**src/rtl/uart_tx_arbiter_pkg.sv**
```systemverilog
// Shared definitions for the UART transmit arbiter:
// FSM encoding, default byte width and display ASCII codes.
package uart_tx_arbiter_pkg;

   typedef enum logic [1:0] {
      ARB_IDLE,
      ARB_FETCH,
      ARB_STROBE,
      ARB_WAIT
   } arb_state_t;

   localparam int DEF_DATA_W = 8;

   localparam logic [7:0] ASCII_CR  = 8'd13;
   localparam logic [7:0] ASCII_LF  = 8'd10;
   localparam logic [7:0] ASCII_ESC = 8'd27;

endpackage

```
**src/rtl/uart_tx_arbiter_rr_picker.sv**
```systemverilog
// Combinational round-robin picker: first set request after ptr,
// scanning modulo NUM_REQ. Reusable by any arbiter.
module rr_picker #(
   parameter int NUM_REQ = 3,
   localparam int PTR_W  = $clog2(NUM_REQ)
) (
   input  logic [NUM_REQ-1:0] req,
   input  logic [PTR_W-1:0]   ptr,
   output logic [NUM_REQ-1:0] win,
   output logic               any
);

   logic [PTR_W-1:0] idx;
   logic             found;

   always_comb begin
      win   = '0;
      idx   = ptr;
      found = 1'b0;
      for (int k = 0; k < NUM_REQ; k++) begin
         // explicit wrap: NUM_REQ need not be a power of two
         idx = (idx == PTR_W'(NUM_REQ - 1)) ? '0 : idx + 1'b1;
         if (!found && req[idx]) begin
            win[idx] = 1'b1;
            found    = 1'b1;
         end
      end
   end

   assign any = |req;

endmodule

```
**src/rtl/uart_tx_arbiter.sv**
```systemverilog
// Per-packet round-robin arbiter sharing one UART transmitter
// among NUM_REQ byte-stream requesters, with stall timeout.
module uart_tx_arbiter
   import uart_tx_arbiter_pkg::*;
#(
   parameter int NUM_REQ      = 3,
   parameter int DATA_W       = DEF_DATA_W,
   parameter int HOLD_TIMEOUT = 1024
) (
   input  logic                      clk,
   input  logic                      rst_n,
   input  logic [NUM_REQ-1:0]        req_valid,
   input  logic [NUM_REQ*DATA_W-1:0] req_data,
   input  logic [NUM_REQ-1:0]        req_last,
   output logic [NUM_REQ-1:0]        req_ready,
   output logic [DATA_W-1:0]         tx_data,
   output logic                      tx_valid,
   input  logic                      tx_ready,
   output logic [NUM_REQ-1:0]        grant,
   output logic                      busy,
   output logic                      timeout_pulse
);

   localparam int PTR_W = $clog2(NUM_REQ);
   localparam int CNT_W = $clog2(HOLD_TIMEOUT + 1);
   localparam logic [CNT_W-1:0] CNT_LAST = CNT_W'(HOLD_TIMEOUT - 1);
   localparam logic [CNT_W-1:0] CNT_MAX  = '1;

   arb_state_t           state;
   logic [PTR_W-1:0]     rr_ptr;
   logic [PTR_W-1:0]     g_idx;
   logic [PTR_W-1:0]     win_idx;
   logic [CNT_W-1:0]     idle_cnt;
   logic                 last_q;
   logic [NUM_REQ-1:0]   win;
   logic                 any;
   logic                 sel_valid;
   logic                 sel_last;
   logic [DATA_W-1:0]    sel_data;

   rr_picker #(
      .NUM_REQ (NUM_REQ)
   ) u_picker (
      .req (req_valid),
      .ptr (rr_ptr),
      .win (win),
      .any (any)
   );

   always_comb begin
      win_idx = '0;
      for (int k = 0; k < NUM_REQ; k++) begin
         if (win[k]) win_idx = PTR_W'(k);
      end
   end

   assign sel_valid = req_valid[g_idx];
   assign sel_last  = req_last[g_idx];
   assign sel_data  = req_data[g_idx*DATA_W +: DATA_W];

   // only combinational output: consume pulse in the fetch cycle
   assign req_ready = (state == ARB_FETCH && sel_valid) ? grant : '0;

   always_ff @(posedge clk or negedge rst_n) begin
      if (!rst_n) begin
         state         <= ARB_IDLE;
         rr_ptr        <= PTR_W'(NUM_REQ - 1);
         g_idx         <= '0;
         idle_cnt      <= '0;
         last_q        <= 1'b0;
         grant         <= '0;
         busy          <= 1'b0;
         tx_data       <= '0;
         tx_valid      <= 1'b0;
         timeout_pulse <= 1'b0;
      end else begin
         timeout_pulse <= 1'b0;
         unique case (state)
            ARB_IDLE: begin
               if (any) begin
                  grant    <= win;
                  busy     <= 1'b1;
                  g_idx    <= win_idx;
                  idle_cnt <= '0;
                  state    <= ARB_FETCH;
               end
            end
            ARB_FETCH: begin
               if (sel_valid) begin
                  tx_data  <= sel_data;
                  last_q   <= sel_last;
                  idle_cnt <= '0;
                  state    <= ARB_STROBE;
               end else if (idle_cnt == CNT_LAST) begin
                  grant         <= '0;
                  busy          <= 1'b0;
                  rr_ptr        <= g_idx;
                  timeout_pulse <= 1'b1;
                  idle_cnt      <= '0;
                  state         <= ARB_IDLE;
               end else if (idle_cnt != CNT_MAX) begin
                  idle_cnt <= idle_cnt + 1'b1;
               end
            end
            ARB_STROBE: begin
               if (tx_ready && !tx_valid) begin
                  tx_valid <= 1'b1;
                  state    <= ARB_WAIT;
               end
            end
            ARB_WAIT: begin
               if (!tx_ready) begin
                  tx_valid <= 1'b0;
                  if (last_q) begin
                     grant  <= '0;
                     busy   <= 1'b0;
                     rr_ptr <= g_idx;
                     state  <= ARB_IDLE;
                  end else begin
                     state <= ARB_FETCH;
                  end
               end
            end
            default: state <= ARB_IDLE;
         endcase
      end
   end

endmodule

```
**config.mk**
```make
export PLATFORM = sky130hd
export DESIGN_NAME = uart_tx_arbiter
export DESIGN_NICKNAME = d
export VERILOG_FILES = /design/src/rtl/uart_tx_arbiter_pkg.sv /design/src/rtl/uart_tx_arbiter_rr_picker.sv /design/src/rtl/uart_tx_arbiter.sv
export SDC_FILE = /design/constraint.sdc
export NUM_CORES = 1
export LEC_CHECK = 0
export CAP_MARGIN = 20
export CORE_UTILIZATION = 47
export DETAILED_ROUTE_END_ITERATION = 10
export GPL_TIMING_DRIVEN = 0
export PLACE_DENSITY_LB_ADDON = 0.3
export SYNTH_ARGS = -nofsm -noshare
export SYNTH_HDL_FRONTEND = slang
export SYNTH_HIERARCHICAL = 1
export SYNTH_SLANG_ARGS = --single-unit
```
**constraint.sdc**
```tcl
create_clock -name clk -period 2.6 [get_ports clk]
set_input_delay 0.78 -clock clk [delete_from_list [all_inputs] [get_ports clk]]
set_output_delay 0.78 -clock clk [all_outputs]
set_load 0.05 [all_outputs]
```
==> results.yml <==
setup_path:
  rrSetupSlack_ns: 0.38
  crit_arrival_ns: 1.73
  crit_path_max_incr_delay_ns: 0.23
  r2r_start: "idle_cnt[0]"
  cp.required_ns: 1.82
  cp_num_buf_inv: 2
  worstSetupPathType: "in2out"
  cp.depth: 6
  worstSetupEndpoint: "req_ready[0]"
  worst-path-max-fanout: 6
  r2r-end: "rr_ptr[0]"
  crit_start: "req_valid[2]"
  slowest_stage: "a2bb2oi_2"
  end_kind: "output port"
  critical_path.top_delay_family: "buffers and inverters"
  path_cells: "buf_2 -> mux2i_2 -> a2bb2oi_2 -> nor2_4 -> and2_1 -> buf_6"
  reg2reg_depth: 6
  cp-start-kind: "input pin"
timing:
  finalCritPeriodShare_pct: 96.7
  hold_violations: 0
  setup_tns_ns: 0
  hold_ws_ns: 0.485
  slew-limit-headroom_pct: 51.7
  tightest_slew_ns: 0.724
  finClkSkew_ns: 0.00687
  finalMaxSlewViolations: 0
  min_period_ns: 2.51
  grt_setup_unrepaired: "false"
  fin_ws_ns: 0.0869
  max_freq_mhz: 398
  setup_viol: 0
route:
  top_layer_used: "met4"
  vias: 1563
  dr_wl_met3_microns: 203
  drt_wl_total_microns: 4160
  first_pass_iters: 5
  drc: 0
  postRouteAntennaNets: 0
  vias_per_cell: 5.35
  wl_met1_microns: 1870
  wl_per_cell_microns: 14.3
  wl_met2_microns: 2020
  drtIter0Drc: 85
synthesis:
  synthXorXnorAreaFrac_pct: 0.996
  synth.avg_cell_area_sq_um: 9.41
  synthTopCellsByArea: "dfrtp_1, mux2i_1, o21ai_0"
  synthArstFlopShare_pct: 100
  synth_seq_area_share_pct: 45.6
  syn_area_sq_mm: 0.00176
  yosysTopAreaCell: "dfrtp_1"
  synthAdderAreaFrac_pct: 0.711
  ys_seq_elements: 32
  synth_compound_area_share_pct: 19.8
  yosysTopAreaCellShare_pct: 44.1
  synth-edff-count: 0
  synth.distinct_cells: 43
  yosysWarnings: 6
  muxShareOfSynthArea_pct: 7.61
  synth_simple_gate_area_share_pct: 22.3
  yosys_most_used_dff: "dfrtp_1"
  synth_top_family_by_area: "simple AND/OR/NAND/NOR gates"
  synth_fp_nets: 221
  synthCells: 187
placed_design:
  hpwl_microns: 2980
  place_ws_ns: -1.13
  gp_congestion: 0.828
  io_buffers: 49
global_route:
  grt_overflow: 0
  grt_pass1_vias: 1626
  grt_max_degree: 33
  antenna_found_initial: 0
  grt_usage_pct: 23.8
  grt_first_pass_wirelength_microns: 7330
power_and_ir_drop:
  leakage_nw: 1.03
  power_mw: 2.59
  ir_worst_vdd_uv: 576
  powerDensity_mw_per_mm2: 1070
floorplan:
  initial_core_util_pct: 50.7
  row_count: 21
  core_sq_mm: 0.00347
  die_y_microns: 63.2
  io_pins: 50
  die-area_sq_mm: 0.00399
  die_w_microns: 63.2
clock_network:
  cts_hold_buf: 0
  clkSinkCount: 32
  cts-buffers-inserted: 5
  cts_root_buffer: "clkbuf_8"
  cts_tree: "done"
  clkTransAtPathRegs_ns: 0.06
  clk_latency_ns: 0.29
  clock_path_buffers: 2
  h-tree-depth: 2
job:
  drv_cap: 0
final_layout:
  final_common_cell: "clkdlybuf4s50_1"
  mostFrequentLayoutCells: "clkdlybuf4s50_1, dfrtp_1, nand2_1, o21ai_0, nor2_1"
  nets: 279
  drive_gt1_share_pct: 14.2
  antenna_cells: 0
  nFillCells: 281
  area_delta_synth_final_pct: 38.2
worst_hold_path:
  hp-class: "reg2reg"
outcome:
  outcome: "finished clean"
## synth_stat cells, types with 3 or more instances
cell	number
a21oi_1	12
a22o_1	7
and2_1	3
buf_2	5
dfrtp_1	31
inv_1	3
mux2_2	3
mux2i_1	10
nand2_1	20
nand2b_1	8
nand3_1	3
nor2_1	19
nor2b_1	4
nor3_1	6
o21ai_0	20
## power breakdown
group          internal [mW]  switching (mW)
combinational          0.525           0.835
clock                  0.284           0.191
sequential             0.651           0.107
total                   1.46            1.13
## sequential cells by signal (all words and copies together) (netlist names), named ones only
| name | flops |
|---|---|
| tx_data | 8 |
| rr_ptr | 2 |
| tx_valid | 1 |
| last_q | 1 |
| state | 1 |
| busy | 1 |
| grant | 3 |
| idle_cnt | 11 |
| g_idx | 2 |
| timeout_pulse | 1 |
## cell families after synthesis
logic type	count (synthesis)
AND/OR/NAND/NOR	75
AO/OA/AOI/OAI	53
flip-flops	32
multiplexers	13
buffers and inverters	11
XOR/XNOR	2
adder cells (fa/ha/maj)	1
## per-stage QoR
step,area [sq um],cells,util (%)
finish,2430,292,70.1
global route,2430,292,70.1
CTS,2440,292,70.5
detailed placement,2300,282,66.4
global placement,2310,282,66.5
floorplan,1760,187,-
## cell type report
type	count	area (sq um)	share of cell area, %
Multi-Input combinational cell	144	920	37.8
Sequential cell	32	802	33.0
Timing Repair Buffer	51	493	20.3
Clock buffer	6	72.6	2.99
Tap cell	46	57.6	2.37
Buffer	8	40.0	1.65
Clock inverter	2	35.0	1.44
Inverter	3	11.3	0.463
## per-layer routing
layer  vias to the layer above  global-route usage [%]
met1                       729                    29.4
li1                        781                       -
met3                         8                    5.07
met5                         -                       0
met4                         0                    12.5
met2                        45                    39.0
## how the worst min path moves through the flow
stage | end | cells after the start | startpoint
floorplan | idle_cnt[4] | 1 | idle_cnt[4]
global placement | tx_data[1] | 2 | tx_data[1]
detailed placement | busy | 1 | busy
CTS | busy | 1 | busy
global route | tx_data[2] | 2 | tx_data[2]
finish | busy | 1 | busy
## timing repair
action,CTS,global route
buffers inserted,2,0
resized for setup,32,2
pin swaps,1,0
endpoints found under the setup margin,3,3
Note: power is estimated with default switching activity, not from simulation.
